<file path="config.mk">
export PLATFORM = sky130hd
export DESIGN_NAME = prism_sp_tx_irq_coalescer
export DESIGN_NICKNAME = d
export VERILOG_FILES = /design/src/rtl/prism_sp_tx_irq_coalescer.sv
export SDC_FILE = /design/constraint.sdc
export NUM_CORES = 1
export LEC_CHECK = 0
export BUFFER_PORTS_ARGS = -buffer_cell sky130_fd_sc_hd__buf_4
export CAP_MARGIN = 20
export CORE_ASPECT_RATIO = 1.4
export CORE_MARGIN = 2
export CORE_UTILIZATION = 30
export DETAILED_ROUTE_END_ITERATION = 7
export HOLD_SLACK_MARGIN = 0.02
export PLACE_DENSITY = 0.58
export REMOVE_ABC_BUFFERS = 1
export SETUP_SLACK_MARGIN = 0.02
export SLEW_MARGIN = 20
export SYNTH_ARGS = -nofsm -noshare
export SYNTH_HDL_FRONTEND = slang
export SYNTH_SLANG_ARGS = --single-unit
</file>
<file path="constraint.sdc">
create_clock -name clock -period 3 [get_ports clock]
set_clock_uncertainty 0.15 [all_clocks]
set_input_delay 0.3 -clock clock [delete_from_list [all_inputs] [get_ports clock]]
set_output_delay 0.3 -clock clock [all_outputs]
set_load 0.005 [all_outputs]
</file>
<file path="src/rtl/prism_sp_tx_irq_coalescer.sv">
// ---------------------------------------------------------------------------
// prism_sp_tx_irq_coalescer
//
// Aggregates per-queue TX completion pulses into a single level interrupt.
// Completions are accumulated until a count threshold is reached or a
// coalescing timer expires. Software acknowledges by clearing pending bits;
// once no queue is pending, the interrupt drops.
//
// Ports:
//   clock         sole clock, rising edge
//   reset         asynchronous, active-high reset
//   queue_txdone  per-queue single-cycle completion pulses
//   irq_mask      per-queue enable (1 = completions accepted)
//   coal_count    completion threshold, 0 behaves as 1 (read every cycle)
//   coal_timeout  timeout in cycles, 0 disables timer (sampled at timer load)
//   clear_valid   acknowledge strobe
//   clear_mask    write-1-to-clear selection of pending bits
//   pending       registered per-queue pending flags
//   gem_irq_tx    registered level interrupt (high exactly in FIRE)
//   event_count   registered, saturating count of accepted completions
// ---------------------------------------------------------------------------
module prism_sp_tx_irq_coalescer #(
    parameter int NUM_QUEUES = 2,
    parameter int CNT_WIDTH  = 8,
    parameter int TMR_WIDTH  = 16
) (
    input  logic                  clock,
    input  logic                  reset,
    input  logic [NUM_QUEUES-1:0] queue_txdone,
    input  logic [NUM_QUEUES-1:0] irq_mask,
    input  logic [CNT_WIDTH-1:0]  coal_count,
    input  logic [TMR_WIDTH-1:0]  coal_timeout,
    input  logic                  clear_valid,
    input  logic [NUM_QUEUES-1:0] clear_mask,
    output logic [NUM_QUEUES-1:0] pending,
    output logic                  gem_irq_tx,
    output logic [CNT_WIDTH-1:0]  event_count
);

    // Sum is wide enough to hold the counter plus a popcount of up to 32.
    localparam int SUM_W = CNT_WIDTH + 6;
    localparam logic [SUM_W-1:0] CNT_MAX = (SUM_W'(1) << CNT_WIDTH) - SUM_W'(1);

    typedef enum logic [1:0] {
        ST_IDLE  = 2'd0,
        ST_ACCUM = 2'd1,
        ST_FIRE  = 2'd2
    } state_t;

    state_t                  state_q, state_d;
    logic [NUM_QUEUES-1:0]   pending_q, pending_d;
    logic [CNT_WIDTH-1:0]    event_count_q, event_count_d;
    logic [TMR_WIDTH-1:0]    timer_q, timer_d;
    logic                    timer_en_q, timer_en_d;

    logic [NUM_QUEUES-1:0]   accepted;
    logic [5:0]              acc_pop;
    logic [SUM_W-1:0]        cnt_sum;
    logic [CNT_WIDTH-1:0]    cnt_sat;
    logic [CNT_WIDTH-1:0]    thresh;
    logic                    thresh_hit;
    logic                    timer_expire;

    assign accepted = queue_txdone & irq_mask;

    // A same-cycle accepted event beats the clear on its own bit.
    for (genvar gi = 0; gi < NUM_QUEUES; gi++) begin : g_pend
        assign pending_d[gi] = accepted[gi] |
                               (pending_q[gi] & ~(clear_valid & clear_mask[gi]));
    end

    always_comb begin
        acc_pop = '0;
        for (int i = 0; i < NUM_QUEUES; i++) begin
            acc_pop = acc_pop + 6'(accepted[i]);
        end
    end

    // event_count_q is zero in IDLE, so the same saturating sum serves all states.
    assign cnt_sum      = SUM_W'(event_count_q) + SUM_W'(acc_pop);
    assign cnt_sat      = (cnt_sum > CNT_MAX) ? CNT_WIDTH'(CNT_MAX) : CNT_WIDTH'(cnt_sum);
    assign thresh       = (coal_count == '0) ? CNT_WIDTH'(1) : coal_count;
    assign thresh_hit   = (cnt_sat >= thresh);
    assign timer_expire = timer_en_q && (timer_q == TMR_WIDTH'(1));

    always_comb begin
        state_d       = state_q;
        event_count_d = cnt_sat;
        timer_d       = timer_q;
        timer_en_d    = timer_en_q;
        case (state_q)
            ST_IDLE: begin
                event_count_d = '0;
                if (|accepted) begin
                    event_count_d = cnt_sat;
                    timer_d       = coal_timeout;
                    timer_en_d    = (coal_timeout != '0);
                    state_d       = thresh_hit ? ST_FIRE : ST_ACCUM;
                end
            end
            ST_ACCUM: begin
                if (timer_en_q && (timer_q != '0)) begin
                    timer_d = timer_q - TMR_WIDTH'(1);
                end
                // Fully acknowledged before firing: drop back silently.
                if (pending_d == '0) begin
                    state_d       = ST_IDLE;
                    event_count_d = '0;
                    timer_d       = '0;
                    timer_en_d    = 1'b0;
                end else if (thresh_hit || timer_expire) begin
                    state_d = ST_FIRE;
                end
            end
            ST_FIRE: begin
                timer_d    = '0;
                timer_en_d = 1'b0;
                if (pending_d == '0) begin
                    state_d       = ST_IDLE;
                    event_count_d = '0;
                end
            end
            default: begin
                state_d       = ST_IDLE;
                event_count_d = '0;
                timer_d       = '0;
                timer_en_d    = 1'b0;
            end
        endcase
    end

    always_ff @(posedge clock or posedge reset) begin
        if (reset) begin
            state_q       <= ST_IDLE;
            pending_q     <= '0;
            event_count_q <= '0;
            timer_q       <= '0;
            timer_en_q    <= 1'b0;
        end else begin
            state_q       <= state_d;
            pending_q     <= pending_d;
            event_count_q <= event_count_d;
            timer_q       <= timer_d;
            timer_en_q    <= timer_en_d;
        end
    end

    assign pending     = pending_q;
    assign event_count = event_count_q;
    assign gem_irq_tx  = (state_q == ST_FIRE);

endmodule

</file>
==> impl_results.md, run 1 <==
* Worst-Skew Late Latency at 0.28 ns
* Iter 0 DRT Violations at 105
* Largest net degree at the start of global routing at 30
* Power Dens Cells at 832 nW/um2
* Area of the multi-input gates at 1370 um2
* Yosys warning count at 0
* CP Class: reg2reg
* Placer Congestion at 0.906
* Nets at 347
* Worst setup SP type: flip-flop
* Placed instance area at 2680 um2
* Share of cells above drive strength 1 at 25.2%
* Worst hold path type: in2reg
* Synth Area in Simple Gates at 24.2%
* Die W at 76.0 um
* GRT Residual Overflow at 0
* RSZ-0062 raised after global routing: no
* R2R Path Start: event_count[0]
* Hold WS at 0.124 ns
* Post-Syn Area at 2180 um2
* Number of synthesized register bits at 29
* Arrival @ worst endpoint at 2.86 ns
* Flop pwr share at 29.2%
* XOR/XNOR share of the synthesized area at 1.61%
* Status: finished, final reports clean
* Max Fclk at 358 MHz
* Final setup TNS at 0 ns
* Finished Cell Area at 2800 um2
* Fin util at 40.1%
* DP Wirelength at 4980 um
* Adder-Cell Fraction of Synth Area at 10.1%
* Htree depth at 2
* CTS Buf Count at 5
* Clock-pin slew on the worst setup and hold paths at 0.06 ns
* Root buffer cell: clkbuf_8
* Final Max Tran Viols at 0
* Critical Path RT at 3.07 ns
* Clock power share at 13.5%
* CTS tree: done
* Multiplexer share of the synthesized area at 0.459%
* Global-route wire length before repair at 10,900 um
* Post-synthesis compound-gate area fraction at 25.3%
* Die area at 7970 um2
* Power Total at 0.00233 W
* Clk sink count at 29
* Initial antenna violation count at 0
* All-layer global routing usage at 16.8%
* Fin. Hold Viols at 0
* Via Count at 2,159
* Residual DRC at 0
* Async SR Flop Fraction at 100%
* Vias in the first global route at 2,282
* Max FO, Critical Path at 6
* Drt pass-1 iters at 5
* Int Pwr at 0.00125 W
* Worst slew margin at 41.2%
* DR WL/cell at 16.7 um
* Antenna Nets Post-Route at 0
* Layout area overhead at 28.5%
* Max-cap viol count at 0
* IO buf count at 43
* Setup violations, final at 0
* Post-synth EDFFs at 0
* Antenna diode count at 0
* Comb pwr share at 57.3%
* # IOs at 44
* Effective utilization at floorplan at 31.2%
* Worst VDD drop at 403 uV
* Synthesized instance count at 240
* Worst Tran Pin Value at 0.871 ns
* Static Leak at 1.32 nW
* Fill count at 723
* Sequential cell area at 726 um2
* Hold path startpoint: irq_mask[1]
* Area of the core at 6980 um2
* Crit path capture type: flip-flop
* Primary FF master, synth: dfrtp_1
* Post-synth cell types at 51
* Final wirelength at 6560 um
* Largest family of logic cells by synthesized area: compound AO/OA/AOI/OAI gates
* Vias per cell at 5.49
* Switch Pwr at 0.00108 W
* Die Height at 105 um
* Sw Share at 46.5%
* Avg Cell Area, Syn at 9.08 um2
* Fin crit share at 93.0%
* Max Root-Sink Buffers at 2
* Rows at 36
* Critical path startpoint: event_count[0]
* Final min period at 2.79 ns
* Sequential element share of the synthesized area at 33.3%
-- timing repair --
item / CTS / global route
setup endpoints to repair: 2 / 2
hold buffers: 1 / 0
pin swaps: 0 / 1
resized for setup: 3 / 3
endpoints found under the hold margin: 29 / 0
buffers inserted: 0 / 1
-- cell type report --
cell class                      count  area share, %
Timing Repair Buffer               59           15.9
Tap cell                           95           4.24
Sequential cell                    29           25.9
Inverter                           17           2.28
Clock buffer                        8           2.86
Multi-Input combinational cell    185           48.8
-- flip-flops by register name, summed over array words and instances (netlist names) --
register,cells
timer_en_q,1
timer_q,16
pending,2
state_q,2
event_count,8
-- path summary, 6_finish.rpt --
check                         endpoint  slack, ns  depth (start not counted)
max in group asynchronous   state_q[0]       1.91                          4
min in group asynchronous   timer_q[6]       0.51                          4
hold reg to reg            timer_q[15]       0.39                          1
hold / removal              pending[1]       0.12                          2
setup reg to reg            state_q[0]       0.21                         12
setup / recovery            state_q[0]       0.21                         12
-- per-layer routing --
layer  vias to the layer above  wire, um  GRT usage (%)
met3                         6       279           2.85
li1                       1037         -              -
met4                         0        75           7.01
met5                         -         0              0
met2                        71      3480           31.0
met1                      1045      2720           19.0
-- cells in the mapped netlist, drive strengths merged, types with 2 or more instances --
master | count | area (um2)
dfrtp | 29 | 726
nand2 | 28 | 105
inv | 17 | 63.8
a32o | 16 | 160
ha | 16 | 200
a21oi | 11 | 55.1
nand4 | 11 | 68.8
o21ai | 11 | 55.1
nor2 | 10 | 45.0
a22o | 8 | 70.1
nor4 | 8 | 62.6
nand2b | 6 | 37.5
and2 | 5 | 31.3
buf | 5 | 31.3
nor3 | 5 | 25.0
clkbuf | 4 | 15.0
nand3 | 4 | 20.0
a211oi | 3 | 22.5
a41o | 3 | 30.0
a41oi | 3 | 26.3
and4 | 3 | 26.3
xor2 | 3 | 26.3
a22oi | 2 | 20.0
a31oi | 2 | 12.5
and3 | 2 | 12.5
nand4b | 2 | 17.5
nor2b | 2 | 12.5
nor4b | 2 | 17.5
o21a | 2 | 15.0
-- stage by stage --
step / instances / setup WS [ns]
after global routing: 393 / 0.0416
after detailed placement: 383 / -0.122
final: 393 / 0.210
after CTS: 392 / 0.0669
after global placement: 383 / -0.0509
after floorplan: 231 / 0.0883
-- placed cells by master (no fill, tap or decap), types with 2 or more instances in the layout --
master    count
inv_1        17
nor4b_1       2
a22o_1        8
nand2b_1      6
nand2_1      28
a41o_1        3
o21a_1        2
a211oi_1      3
o21ai_0       5
nor4_2        2
o21ai_1       4
clkbuf_8      5
and4_1        3
and3_1        2
nand3_1       4
nor2b_1       2
nor2_1        9
a41oi_1       3
buf_4        58
o21ai_2       2
clkbuf_1      3
nor4_1        6
a32o_1       16
nand4_1      11
a21oi_1      11
ha_1         15
dfrtp_1      29
a31oi_1       2
and2_1        5
nand4b_1      2
xor2_1        3
nor3_1        5
-- worst max-delay path: stages (launching register included) --
cell and delay (ns):
dfrtp_1 0.36, inv_1 0.07, fa_2 0.41, inv_1 0.10, ha_4 0.17, xnor2_1 0.16
nand2_1 0.11, ha_1 0.31, a211o_1 0.29, a31oi_1 0.18, o21ai_2 0.12, o21ai_2 0.17
a22o_1 0.15
-- kinds of logic (layout without fill, tap and decap cells) --
logic type,Yosys count,count (layout)
and+or+nand+nor,92,92
AOI/OAI and AO/OA,71,71
DFF,29,29
buffers and inverters,26,84
adders and majority gates,17,17
xor gates and xnor gates,4,4
muxes,1,1
-- power groups by stage --
stage	registers (W)	clock network (W)	logic, W
2_1_floorplan	0.000636	0	0.000880
3_3_place_gp	0.000677	0	0.00129
3_5_place_dp	0.000676	0	0.00131
4_1_cts	0.000672	0.000319	0.00131
5_1_grt	0.000699	0.000337	0.00148
6_report	0.000681	0.000314	0.00133
Note: power is estimated with default switching activity, not from simulation.
==> run 2, diff against run 1 <==
--- a/config.mk
+++ b/config.mk
@@ -12,7 +12,7 @@
 export CORE_UTILIZATION = 30
 export DETAILED_ROUTE_END_ITERATION = 7
 export HOLD_SLACK_MARGIN = 0.02
-export PLACE_DENSITY = 0.58
+export PLACE_DENSITY = 0.56
 export REMOVE_ABC_BUFFERS = 1
 export SETUP_SLACK_MARGIN = 0.02
 export SLEW_MARGIN = 20
==> constraint.sdc (replaced) <==
create_clock -name clock -period 3.4 [get_ports clock]
set_clock_uncertainty 0.15 [all_clocks]
set_input_delay 0.34 -clock clock [delete_from_list [all_inputs] [get_ports clock]]
set_output_delay 0.34 -clock clock [all_outputs]
set_load 0.005 [all_outputs]
==> run 2 against run 1 <==
Wire length decreased by 4.5%; die area is the same; power decreased by 13%; sequential cell count unchanged; fmax is 12% lower; count of clock-buffer cells in the layout decreased by 1; critical path depth unchanged.
==> impl_results.md, run 2 (same netlist as run 1, synthesis figures left out) <==
* # IOs at 44
* CTS Buf Count at 5
* Htree depth at 2
* RSZ-0062 raised after global routing: no
* Power Dens Cells at 746 nW/um2
* DR WL/cell at 16.4 um
* Die W at 76.0 um
* Final min period at 3.19 ns
* Crit-path max cell delay at 0.46 ns
* Max FFs per register at 16
* Drt pass-1 iters at 5
* Die Height at 105 um
* Final wirelength at 6270 um
* Antenna Nets Post-Route at 0
* CP Class: reg2reg
* Layout area overhead at 24.6%
* Area of the core at 6980 um2
* Clk sink count at 29
* GRT Residual Overflow at 0
* Global-route wire length before repair at 10,700 um
* Worst path slowest cell: fa_1
* Via Count at 2,135
* Max Root-Sink Buffers at 2
* Final Max Tran Viols at 0
* Rows at 36
* Commonest non-fill, non-tap cell in the layout: buf_4
* Fill count at 725
* Most frequent cells in the layout: buf_4, dfrtp_1, nand2_1
* Largest net degree at the start of global routing at 30
* Final setup TNS at 0 ns
* Residual DRC at 0
* Fin. Hold Viols at 0
* Reg2Reg Depth at 12
* Biggest register: timer_q
* Worst Tran Pin Value at 0.852 ns
* Worst slew margin at 43.2%
* Nets at 336
* Max Fclk at 314 MHz
* Final std cells w/o fill at 382
* Power Total at 0.00203 W
* Met1 wire length at 2550 um
* Worst Hold Path Cells at 2
* Placer Congestion at 0.853
* Die area at 7970 um2
* WL met2 at 3260 um
* Reg2Reg Setup Slack at 0.21 ns
* Worst setup SP type: flip-flop
* Worst hold path type: in2reg
* Arrival @ worst endpoint at 3.21 ns
* Post-CTS resize count at 0
* Share of cells above drive strength 1 at 22.0%
* Fin crit share at 93.7%
* DR WL met3 at 322 um
* Static Leak at 1.28 nW
* Vias per cell at 5.59
* Initial antenna violation count at 0
* All-layer global routing usage at 16.5%
* DP Wirelength at 4770 um
* Worst VDD drop at 422 uV
* Top sig layer: met4
* Crit path capture type: flip-flop
* Setup violations, final at 0
* CTS tree: done
* Fin util at 38.9%
* Root buffer cell: clkbuf_8
* Cells after DPL at 373
* Iter 0 DRT Violations at 101
* Max-cap viol count at 0
* Clock-pin slew on the worst setup and hold paths at 0.06 ns
* Status: finished, final reports clean
* Worst-path cell chain: inv_1 > fa_1 > inv_1 > ha_1 > nand4_1 > and2_1 > ha_1 > nand2b_1 > a31oi_1 > o21ai_0 > o21ai_1 > a22o_1
* Worst-Skew Late Latency at 0.28 ns
* Critical Path RT at 3.43 ns
* Max FO, Critical Path at 6
* IO buf count at 43
* Effective utilization at floorplan at 31.2%
* Vias in the first global route at 2,232
* Hold WS at 0.159 ns
* Antenna diode count at 0
-- run 2: cell count changes in the layout (fill, tap and decap cells not counted), sizes merged --
cell    before  now
buf         58   47
clkbuf       8    7
clkinv       0    1
-- run 2: per-layer routing --
metal,global-route usage [%],vias up
met5,0,-
met4,7.53,0
met3,3.11,12
met2,29.7,71
met1,18.9,1038
li1,-,1014
-- run 2: final timing paths --
check | startpoint | to
min | irq_mask[0] | pending[0]
min reg2reg | timer_q[15] | timer_q[15]
max reg2reg | event_count[0] | state_q[0]
max in group asynchronous | reset | timer_q[15]
min in group asynchronous | reset | timer_q[7]
max | event_count[0] | state_q[0]
-- run 2: cell type report --
cell class	instances	area (um2)	share of cell area (%)
inverters	17	63.8	2.35
multi-input cells	185	1340	49.5
clock buffers	7	96.3	3.55
clock inverters	1	5.00	0.184
flip-flops and latches	29	726	26.7
repair buffers	48	363	13.4
well taps	95	119	4.38
-- run 2: critical path, delay by kind of cell, from the launching register on --
family,cells,cell delay [ns]
adders and majority gates,3,0.98
AOI/OAI and AO/OA,4,0.81
DFF,1,0.35
buffers and inverters,2,0.13
and+or+nand+nor,3,0.64
-- run 2: power breakdown --
part / internal (W) / switching (W)
clock: 0.000183 / 0.000135
sequential: 0.000454 / 0.000143
combinational: 0.000461 / 0.000651
-- run 2: per-stage QoR --
stage / cell area (um2) / setup WS (ns)
floorplan: 2130 / 0.488
global placement: 2610 / 0.180
detailed placement: 2610 / 0.153
CTS: 2720 / 0.212
global route: 2720 / 0.0387
finish: 2720 / 0.213
-- run 2: timing repair --
action / 4_1_cts / 5_1_grt
endpoints found under the hold margin: 29 / 0
buffers inserted: 0 / 0
hold buffers: 1 / 0
